[src/rtl/lift_call_panel.sv]
// lift_call_panel: call-button front end for the 3-floor lift FSM.
// Synchronises raw buttons, latches pending calls (req_floor), paces the lift
// with one-cycle start pulses and runs a door-open dwell at served floors.
module lift_call_panel #(
  parameter int SYNC_STAGES = 2,
  parameter int MOVE_TICKS  = 4,
  parameter int DWELL       = 3
) (
  input  logic       clk,
  input  logic       rst,
  input  logic [2:0] btn,
  input  logic [2:0] floor_at,
  output logic [2:0] req_floor,
  output logic       start,
  output logic       door_open,
  output logic       busy,
  output logic       err
);

  localparam logic [1:0] S_IDLE = 2'd0;
  localparam logic [1:0] S_MOVE = 2'd1;
  localparam logic [1:0] S_DOOR = 2'd2;

  localparam int TW = $clog2(MOVE_TICKS);
  localparam int DW = (DWELL > 1) ? $clog2(DWELL) : 1;
  localparam logic [TW-1:0] TICK_RELOAD  = TW'(MOVE_TICKS - 1);
  localparam logic [DW-1:0] DWELL_RELOAD = DW'(DWELL - 1);

  logic [SYNC_STAGES-1:0][2:0] sync_q;
  logic [2:0]    btn_prev_q;
  logic [2:0]    pend_q, pend_d;
  logic [1:0]    state_q, state_d;
  logic [TW-1:0] tick_q, tick_d;
  logic [DW-1:0] dwell_q, dwell_d;
  logic          start_q, start_d;
  logic          door_q, door_d;
  logic          busy_q, busy_d;
  logic          err_q, err_d;

  logic [2:0] rise;
  logic [2:0] hit;
  logic [2:0] clr;
  logic       floor_ok;

  // Button synchroniser chain plus previous-value flop for edge detection
  always_ff @(posedge clk or posedge rst) begin
    if (rst) begin
      sync_q     <= '0;
      btn_prev_q <= '0;
    end else begin
      sync_q     <= {sync_q[SYNC_STAGES-2:0], btn};
      btn_prev_q <= sync_q[SYNC_STAGES-1];
    end
  end

  assign rise     = sync_q[SYNC_STAGES-1] & ~btn_prev_q;
  assign hit      = pend_q & floor_at;
  assign floor_ok = (floor_at == 3'b001) || (floor_at == 3'b010) || (floor_at == 3'b100);

  // Next-state logic: call bookkeeping, FSM, pacing and dwell counters
  always_comb begin
    state_d = state_q;
    tick_d  = tick_q;
    dwell_d = dwell_q;
    start_d = 1'b0;
    clr     = 3'b000;
    err_d   = err_q | ~floor_ok;

    if (!floor_ok || err_q) begin
      // Position unknown: park in IDLE, keep calls, never pulse start.
      state_d = S_IDLE;
    end else begin
      case (state_q)
        S_IDLE: begin
          if (hit != 3'b000) begin
            state_d = S_DOOR;
            clr     = hit;
            dwell_d = DWELL_RELOAD;
          end else if (pend_q != 3'b000) begin
            state_d = S_MOVE;
            tick_d  = TICK_RELOAD;
          end
        end
        S_MOVE: begin
          if (hit != 3'b000) begin
            state_d = S_DOOR;
            clr     = hit;
            dwell_d = DWELL_RELOAD;
          end else if (pend_q == 3'b000) begin
            state_d = S_IDLE;
          end else if (tick_q == '0) begin
            start_d = 1'b1;
            tick_d  = TICK_RELOAD;
          end else begin
            tick_d  = tick_q - TW'(1);
          end
        end
        S_DOOR: begin
          // A press at the floor being served is swallowed while the door is open.
          clr = floor_at;
          if (dwell_q == '0) state_d = S_IDLE;
          else               dwell_d = dwell_q - DW'(1);
        end
        default: state_d = S_IDLE;
      endcase
    end

    // Clear beats set on the same bit; other bits still latch.
    pend_d = (pend_q | rise) & ~clr;
    door_d = (state_d == S_DOOR);
    busy_d = (state_d != S_IDLE);
  end

  // State, counter and registered-output update
  always_ff @(posedge clk or posedge rst) begin
    if (rst) begin
      state_q <= S_IDLE;
      tick_q  <= '0;
      dwell_q <= '0;
      pend_q  <= 3'b000;
      start_q <= 1'b0;
      door_q  <= 1'b0;
      busy_q  <= 1'b0;
      err_q   <= 1'b0;
    end else begin
      state_q <= state_d;
      tick_q  <= tick_d;
      dwell_q <= dwell_d;
      pend_q  <= pend_d;
      start_q <= start_d;
      door_q  <= door_d;
      busy_q  <= busy_d;
      err_q   <= err_d;
    end
  end

  assign req_floor = pend_q;
  assign start     = start_q;
  assign door_open = door_q;
  assign busy      = busy_q;
  assign err       = err_q;

endmodule
[config.mk]
export PLATFORM = sky130hd
export DESIGN_NAME = lift_call_panel
export DESIGN_NICKNAME = d
export VERILOG_FILES = /design/src/rtl/lift_call_panel.sv
export SDC_FILE = /design/constraint.sdc
export NUM_CORES = 1
export LEC_CHECK = 0
export CORE_UTILIZATION = 34
export DETAILED_ROUTE_END_ITERATION = 12
export GPL_TIMING_DRIVEN = 1
export PLACE_DENSITY_LB_ADDON = 0.1
export SETUP_SLACK_MARGIN = 0.4
export SLEW_MARGIN = 30
export SYNTH_ARGS = -nofsm -noshare
export SYNTH_HDL_FRONTEND = slang
export SYNTH_SLANG_ARGS = --single-unit
[constraint.sdc]
create_clock -name clk -period 4.4 [get_ports clk]
set_input_delay 0.88 -clock clk [delete_from_list [all_inputs] [get_ports clk]]
set_output_delay 0.88 -clock clk [all_outputs]
set_load 0.01 [all_outputs]
Word level (Yosys, flattened, before mapping)
Index checks and enable logic that the tools add are counted.
- register bits after elaboration: 22
- bits in latches: 0
- bits in writable memories: 0
- ROM bits: 0
- input bits: 8
- output and inout port bits: 7
- word-level logic and storage cells: 74
- memories kept: 0
- add/sub/neg operators: 2
- $mul: 0
- divide/modulo/power cells: 0
- $lt $le $gt $ge: 0
- equality and inequality tests: 12
- shift-type cells: 0
- muxes and demuxes: 24
- bitwise gates (word level): 9
- reduce and logical (&&, ||, !) cells: 16
- operators with widths (operator ; count):
    two-way mux 2 bit ; 13
    != test 2 bit (second input constant) ; 5
    bitwise AND 3 bit ; 3
    case mux 2 bit (2 select lines) ; 2
    logical NOT 2 bit ; 3
    two-way mux 3 bit ; 2
    NOT 3 bit ; 2
    case mux 2 bit (3 select lines) ; 1
    case mux 3 bit (2 select lines) ; 1
    AND reduction 6 bit ; 1
    nonzero test 2 bit ; 3
    nonzero test 3 bit ; 2
    two-way mux 1 bit ; 5
    == test 2 bit (second input constant) ; 2
    AND reduction 4 bit ; 1
    subtractor 2 x 1 -> 2 bit (second input constant) ; 2
    == test 3 x 1 -> 1 bit (second input constant) ; 1
    == test 3 x 2 -> 1 bit (second input constant) ; 1
    == test 3 bit (second input constant) ; 1
    logical NOT 3 bit ; 1
    logical OR 1 bit ; 3
    OR 3 bit ; 1
    == test 2 x 1 -> 1 bit (second input constant) ; 1
    != test 2 x 1 -> 1 bit (second input constant) ; 1
    4 further kinds ; 5

Longest topological paths before layout
Gate-level depths: netlist of run 1.
- depth after elaboration: 8
- mapped depth: 5
- depth with buffers taken out: 5

Worst setup path after synthesis of run 1
No wires, ideal clock.
- kind: input -> register
- start: in floor_at[0]
- end: reg tick_q[1]
- library setup time: 0.125 ns
- arrival time: 1.935 ns
- data required time: 4.275 ns
- path slack: 2.340 ns
- stages on the path: 4
- path buffers: 0
- path through: a22o_1 a211oi_2 nor3b_4 mux2_4
- longest elaborated chain between the ends: 7
- elaborated cells on any way between the ends: 13
- classes of those cells: eq/ne: 5; bitwise: 2; reduce/logical: 6
- ends and longest elaborated chain (what ; RTL line ; text):
    from (decl) ; 12 ; input logic [2:0] floor_at,
    == test 3 x 1 -> 1 bit / == test 3 x 2 -> 1 bit (equally long branches) ; 58 ; assign floor_ok = (floor_at == 3'b001) || (floor_at == 3'b010) || (floor_at == 3'b100);
    logical OR 1 bit (2 in series) ; 58 ;
    logical NOT 1 bit ; 69 ; if (!floor_ok || err_q) begin
    logical OR 1 bit ; 69 ;
    NOT 1 bit (no line) ; -- ;
    AND reduction 6 bit (no line) (*) ; -- ;
    to (signal assigned) ; 127 ; tick_q <= tick_d;
    to (decl) ; 33 ; logic [TW-1:0] tick_q, tick_d;
Every way passes the cells marked *; elsewhere a longest branch is shown, timed or not.
A chain may end at the register's enable or synchronous reset.

Worst setup path in the final report of run 1
Same ends and word-level chain as after synthesis.

==> results.sh, run 1 <==
export IMPL_cp_required_ns=4.60
export IMPL_maxCapViolCount=0
export IMPL_setup_violations=0
export IMPL_numCtsBuffers=3
export IMPL_cts_root_buf="clkbuf_4"
export IMPL_clk_latency_ns=0.30
export IMPL_min_period_ns=2.44
export IMPL_power_leakage_nw=0.471
export IMPL_whs_ns=0.364
export IMPL_worstSetupPathType="in2reg"
export IMPL_path_max_fanout=6
export IMPL_drc_errors=0
export IMPL_regArea_um2=551
export IMPL_antenna_found_initial=0
export IMPL_insertedDiodeCount=0
export IMPL_avgSynthCellArea_um2=12.5
export IMPL_power_density_nw_per_um2=333
export IMPL_drive_above_1_share_pct=8.99
export IMPL_switching_share_pct=18.1
export IMPL_critPathArrivalTime_ns=2.64
export IMPL_final_common_cell="dfrtp_1"
export IMPL_power_switching_mw=0.0676
export IMPL_hold_buffers=0
export IMPL_rr_endpoint="tick_q[1]"
export IMPL_grt_max_degree=23
export IMPL_gp_congestion=0.750
export IMPL_yosysUniqueCellTypes=23
export IMPL_die_x_um=53.4
export IMPL_fin_ws_ns=1.96
export IMPL_final_cell_mix="22 x dfrtp_1, 14 x clkdlybuf4s50_1, 6 x inv_1, 6 x o21ai_0, 5 x nor2b_1"
export IMPL_worstMarginPinSlew_ns=0.790
export IMPL_core_area_um2=2480
export IMPL_p_clk_share_pct=39.8
export IMPL_yosysWarnings=0
export IMPL_rsz0062_at_grt="no"
export IMPL_synth_fa_ha_area_share_pct=2.79
export IMPL_max_clock_freq_ghz=0.409
export IMPL_grtUsageTotal_pct=12.1
export IMPL_synth_seq_area_share_pct=61.4
export IMPL_vias=563
export IMPL_synthCells=72
export IMPL_cts_resized=0
export IMPL_grt_pass1_vias=494
export IMPL_hold_start="sync_q[1]"
export IMPL_io_pins=15
export IMPL_dp_slack_ns=1.62
export IMPL_die_area_um2=2850
export IMPL_clkTransAtPathRegs_ns=0.11
export IMPL_cp_end_kind="register"
export IMPL_ys_seq_elements=22
export IMPL_yosysTopAreaCell="dfrtp_1"
export IMPL_drt_total_wl_mm=1.39
export IMPL_power_frac_comb_pct=4.8
export IMPL_synth_simple_area_share_pct=11.4
export IMPL_synth_top_area_share_pct=61.4
export IMPL_cts_sinks=22
export IMPL_holdPathEnd="sync_q[4]"
export IMPL_initial_core_util_pct=36.2
export IMPL_hold_path_class="reg2reg"
export IMPL_ff2ff_path_depth=4
export IMPL_wl_per_cell_um=11.7
export IMPL_route_antenna_remaining_nets=0
export IMPL_nets=100
export IMPL_r2r_start="req_floor[0]"
export IMPL_synth_area_leaders="dfrtp_1 61%, nor2b_1 3.5%, o21ai_0 3.3%"
export IMPL_syn_cell_area_um2=897
export IMPL_r2r_setup_slack_ns=2.70
export IMPL_htreeDepth=1
export IMPL_slew_violations=0
export IMPL_die_y_um=53.4
export IMPL_p_int_mw=0.307
export IMPL_muxShareOfSynthArea_pct=3.91
export IMPL_syn_nets=82
export IMPL_dp_cells=115
export IMPL_port_buffers=14
export IMPL_ir_drop_v=0.000286
export IMPL_hold_viol=0
export IMPL_synth_compound_gate_area_share_pct=15.6
export IMPL_slew_headroom_pct=47.3
export IMPL_seq_power_share_pct=55.5
export IMPL_grt_ovfl_total=0
export IMPL_synthXorXnorAreaFrac_pct=1.95
export IMPL_status="finished clean"
export IMPL_drt_iter0_markers=8
export IMPL_grt_pass1_wl_mm=2.27
export IMPL_rows=18
export IMPL_area_delta_synth_final_pct=25.2
export IMPL_fillers=238
export IMPL_layoutNonFillerInstCount=119
export IMPL_synth_top_family_by_area="compound AO/OA/AOI/OAI gates"
export IMPL_multiInputGateArea_um2=320
export IMPL_vias_per_cell=4.73
export IMPL_clockBufferDepth=2
export IMPL_cts_tree="done"
export IMPL_drt_pre_antenna_iters=3
export IMPL_cts_setup_buffers=0
export IMPL_fin_setup_tns_ns=0
export IMPL_holdPathStages=0
export IMPL_start_kind="primary input"
export IMPL_post_route_period_util_pct=55.6
export IMPL_finClkSkew_ns=0.00377
[Yosys cell counts]
cell / number
nand3_1: 2
o221ai_1: 1
nor3_1: 2
a211oi_1: 2
inv_1: 6
a211oi_2: 1
and2_1: 1
xor2_1: 2
ha_1: 2
mux2_4: 1
mux2i_1: 2
clkbuf_1: 1
o211ai_1: 1
o21ai_0: 6
nor2b_1: 5
o22a_1: 3
nor3b_4: 1
o211ai_4: 1
nand2_1: 3
a22o_1: 1
nor2_1: 4
a21oi_1: 2
dfrtp_1: 22
[through the flow]
step / cell area, um^2 / utilization [%] / power [mW]
global placement: 1070 / 43.2 / 0.229
global route: 1120 / 45.4 / 0.393
detailed placement: 1070 / 43.2 / 0.230
CTS: 1120 / 45.4 / 0.382
finish: 1120 / 45.4 / 0.374
floorplan: 897 / - / 0.220
[cell families after synthesis]
group,Yosys count
xor gates and xnor gates,2
muxes,3
buffers and inverters,7
adders and majority gates,2
AOI/OAI and AO/OA,18
DFF,22
and+or+nand+nor,18
[area by class of cell]
type	count	share of cell area, %
Clock inverter	1	2.67
Inverter	6	2.00
Multi-Input combinational cell	43	28.5
Sequential cell	22	49.0
Clock buffer	3	2.00
Tap cell	30	3.34
Timing Repair Buffer	14	12.5
[state kept, by name, indices dropped and copies added (netlist names)]
signal / count
sync_q: 6
start: 1
dwell_q: 2
tick_q: 2
busy: 1
err: 1
state_q: 2
req_floor: 3
door_open: 1
btn_prev_q: 3
[critical path: stages]
cell and delay (ns):
clkdlybuf4s50_1 0.53, a22o_1 0.30, a211oi_2 0.30, nor3b_4 0.31, mux2_4 0.32
[worst max path at each step]
stage / start / end / depth (start not counted)
6_report: floor_at[0] / tick_q[1] / 5
5_1_grt: floor_at[0] / tick_q[1] / 5
4_1_cts: floor_at[0] / tick_q[1] / 5
3_5_place_dp: floor_at[0] / tick_q[1] / 5
3_3_place_gp: floor_at[0] / tick_q[1] / 5
2_1_floorplan: floor_at[0] / tick_q[1] / 4
[power by group through the flow]
stage | Sequential, mW | Clock, mW | Combinational, mW
final | 0.208 | 0.149 | 0.0178
after global routing | 0.208 | 0.165 | 0.0201
after CTS | 0.208 | 0.156 | 0.0185
after detailed placement | 0.212 | 0 | 0.0184
after global placement | 0.211 | 0 | 0.0181
after floorplan | 0.211 | 0 | 0.00849
[routing by layer]
metal  track usage, %  wire (um)  up-vias
met1             15.7        721      264
met3             6.03         71        4
met4             3.95         27        0
li1                 -          -      282
met5                0          0        -
met2             17.3        574       13
No activity file was read; power rests on OpenSTA's default activity.
==> run 2, diff against run 1 <==
clock period = 2.27 ns   (was 4.4 ns; I/O delays follow)
==> run 2 against run 1 <==
Total power rose by 98%. Sequential power increased by 93%. Cell area increased by 4.7%. Count of clock-buffer cells in the layout stayed put. Routed wire length rose by 11%. Sequential share of layout area is 2.2 points lower. Via count up 4.8%. Critical path type is now reg2out. Critical endpoint is now req_floor[1]. Highest routed layer unchanged.
==> results.sh, run 2 (synthesized netlist as in run 1, its figures left out) <==
export IMPL_cts_tree="done"
export IMPL_clkTransAtPathRegs_ns=0.12
export IMPL_die_y_um=53.4
export IMPL_critPathBufInv=1
export IMPL_cp_slowest_cell="clkdlybuf4s50_1"
export IMPL_grt_pass1_vias=557
export IMPL_grt_ovfl_total=0
export IMPL_setup_violations=0
export IMPL_grtUsageTotal_pct=12.8
export IMPL_hold_viol=0
export IMPL_rsz0062_at_grt="no"
export IMPL_cts_root_buf="clkbuf_4"
export IMPL_start_kind="register"
export IMPL_regArea_um2=551
export IMPL_drt_pre_antenna_iters=4
export IMPL_initial_core_util_pct=36.2
export IMPL_hold_path_class="reg2reg"
export IMPL_slew_headroom_pct=60.9
export IMPL_cts_sinks=22
export IMPL_cp_required_ns=1.82
export IMPL_regMostFlops="sync_q"
export IMPL_drc_errors=0
export IMPL_slowest_delay_ns=0.56
export IMPL_grt_max_degree=23
export IMPL_min_period_ns=1.76
export IMPL_maxCapViolCount=0
export IMPL_die_area_um2=2850
export IMPL_finClkSkew_ns=0.00701
export IMPL_finish_instance_area_um2=1180
export IMPL_nets=107
export IMPL_finalPower_mw=0.739
export IMPL_route_antenna_remaining_nets=0
export IMPL_gp_congestion=0.722
export IMPL_crit_chain="clkdlybuf4s50_1"
export IMPL_area_delta_synth_final_pct=31.1
export IMPL_fin_setup_tns_ns=0
export IMPL_worstMarginPinSlew_ns=0.583
export IMPL_clockBufferDepth=2
export IMPL_rows=18
export IMPL_die_x_um=53.4
export IMPL_insertedDiodeCount=0
export IMPL_drive_above_1_share_pct=15.6
export IMPL_critPathArrivalTime_ns=1.30
export IMPL_slew_violations=0
export IMPL_vias=590
export IMPL_post_route_period_util_pct=77.4
export IMPL_fillers=243
export IMPL_largest_reg_flops=6
export IMPL_multiInputGateArea_um2=320
export IMPL_clk_latency_ns=0.30
export IMPL_path_delay_family="buffers and inverters"
export IMPL_hold_buffers=0
export IMPL_final_common_cell="dfrtp_1"
export IMPL_max_clock_freq_ghz=0.569
export IMPL_numCtsBuffers=3
export IMPL_ir_drop_v=0.000335
export IMPL_drt_total_wl_mm=1.55
export IMPL_placed_cell_area_um2=1120
export IMPL_drt_iter0_markers=5
export IMPL_grt_pass1_wl_mm=2.49
export IMPL_cp_end_kind="primary output"
export IMPL_status="finished clean"
export IMPL_power_leakage_nw=0.505
export IMPL_antenna_found_initial=0
export IMPL_path_max_fanout=5
export IMPL_htreeDepth=1
export IMPL_power_density_nw_per_um2=629
export IMPL_worstSetupPathType="reg2out"
export IMPL_whs_ns=0.364
export IMPL_port_buffers=14
export IMPL_io_pins=15
export IMPL_vias_per_cell=4.68
export IMPL_final_cell_mix="22 x dfrtp_1, 14 x clkdlybuf4s50_1, 7 x buf_4, 6 x inv_1"
export IMPL_hpwlAfterDp_mm=1.11
export IMPL_wl_per_cell_um=12.3
export IMPL_core_area_um2=2480
==> run 2: cell types whose count changed in the layout (fill, tap and decap cells not counted), sizes merged <==
| cell | delta |
|---|---|
| buf | +7 |
==> run 2: final timing paths <==
check                             start      endpoint  slack, ns  cells past startpoint
hold reg to reg               sync_q[2]     sync_q[5]       0.36                      0
setup reg to reg           req_floor[0]     tick_q[1]       0.76                      4
min in group asynchronous           rst           err       0.46                      3
max in group asynchronous           rst     sync_q[1]       1.59                      3
setup / recovery           req_floor[1]  req_floor[1]       0.51                      1
hold / removal                sync_q[2]     sync_q[5]       0.36                      0
==> run 2: layout make-up <==
type | count | share of cell area [%]
multi-input combinational | 43 | 27.2
clock inverter | 1 | 2.55
sequential | 22 | 46.8
tap | 30 | 3.19
inverter | 6 | 1.91
timing repair buffer | 21 | 16.4
clock buffer | 3 | 1.91
==> run 2: through the flow <==
step | util (%) | setup slack [ns] | cells
finish | 47.5 | 0.513 | 126
global route | 47.5 | 0.443 | 126
CTS | 47.5 | 0.460 | 126
detailed placement | 45.4 | 0.133 | 122
global placement | 45.4 | 0.195 | 122
floorplan | - | 0.636 | 72
==> run 2: layer usage <==
metal | vias up | share of wire, % | GRT usage, %
met2 | 11 | 44 | 19.0
met4 | 0 | 1.3 | 6.58
met3 | 2 | 4.3 | 3.45
met1 | 278 | 51 | 16.9
met5 | - | 0 | 0
li1 | 299 | - | -
==> run 2: report_power, final <==
| group | internal [mW] | switching, mW | leakage, nW | total [mW] |
|---|---|---|---|---|
| clock | 0.178 | 0.119 | 0.0279 | 0.297 |
| sequential | 0.400 | 0.00228 | 0.250 | 0.402 |
| combinational | 0.0205 | 0.0196 | 0.227 | 0.0401 |
| total | 0.598 | 0.141 | 0.505 | 0.739 |
==> run 2: what timing repair did <==
action / CTS / global route
setup endpoints to repair: 0 / 2
setup buffers: 0 / 0
resized for setup: 0 / 1
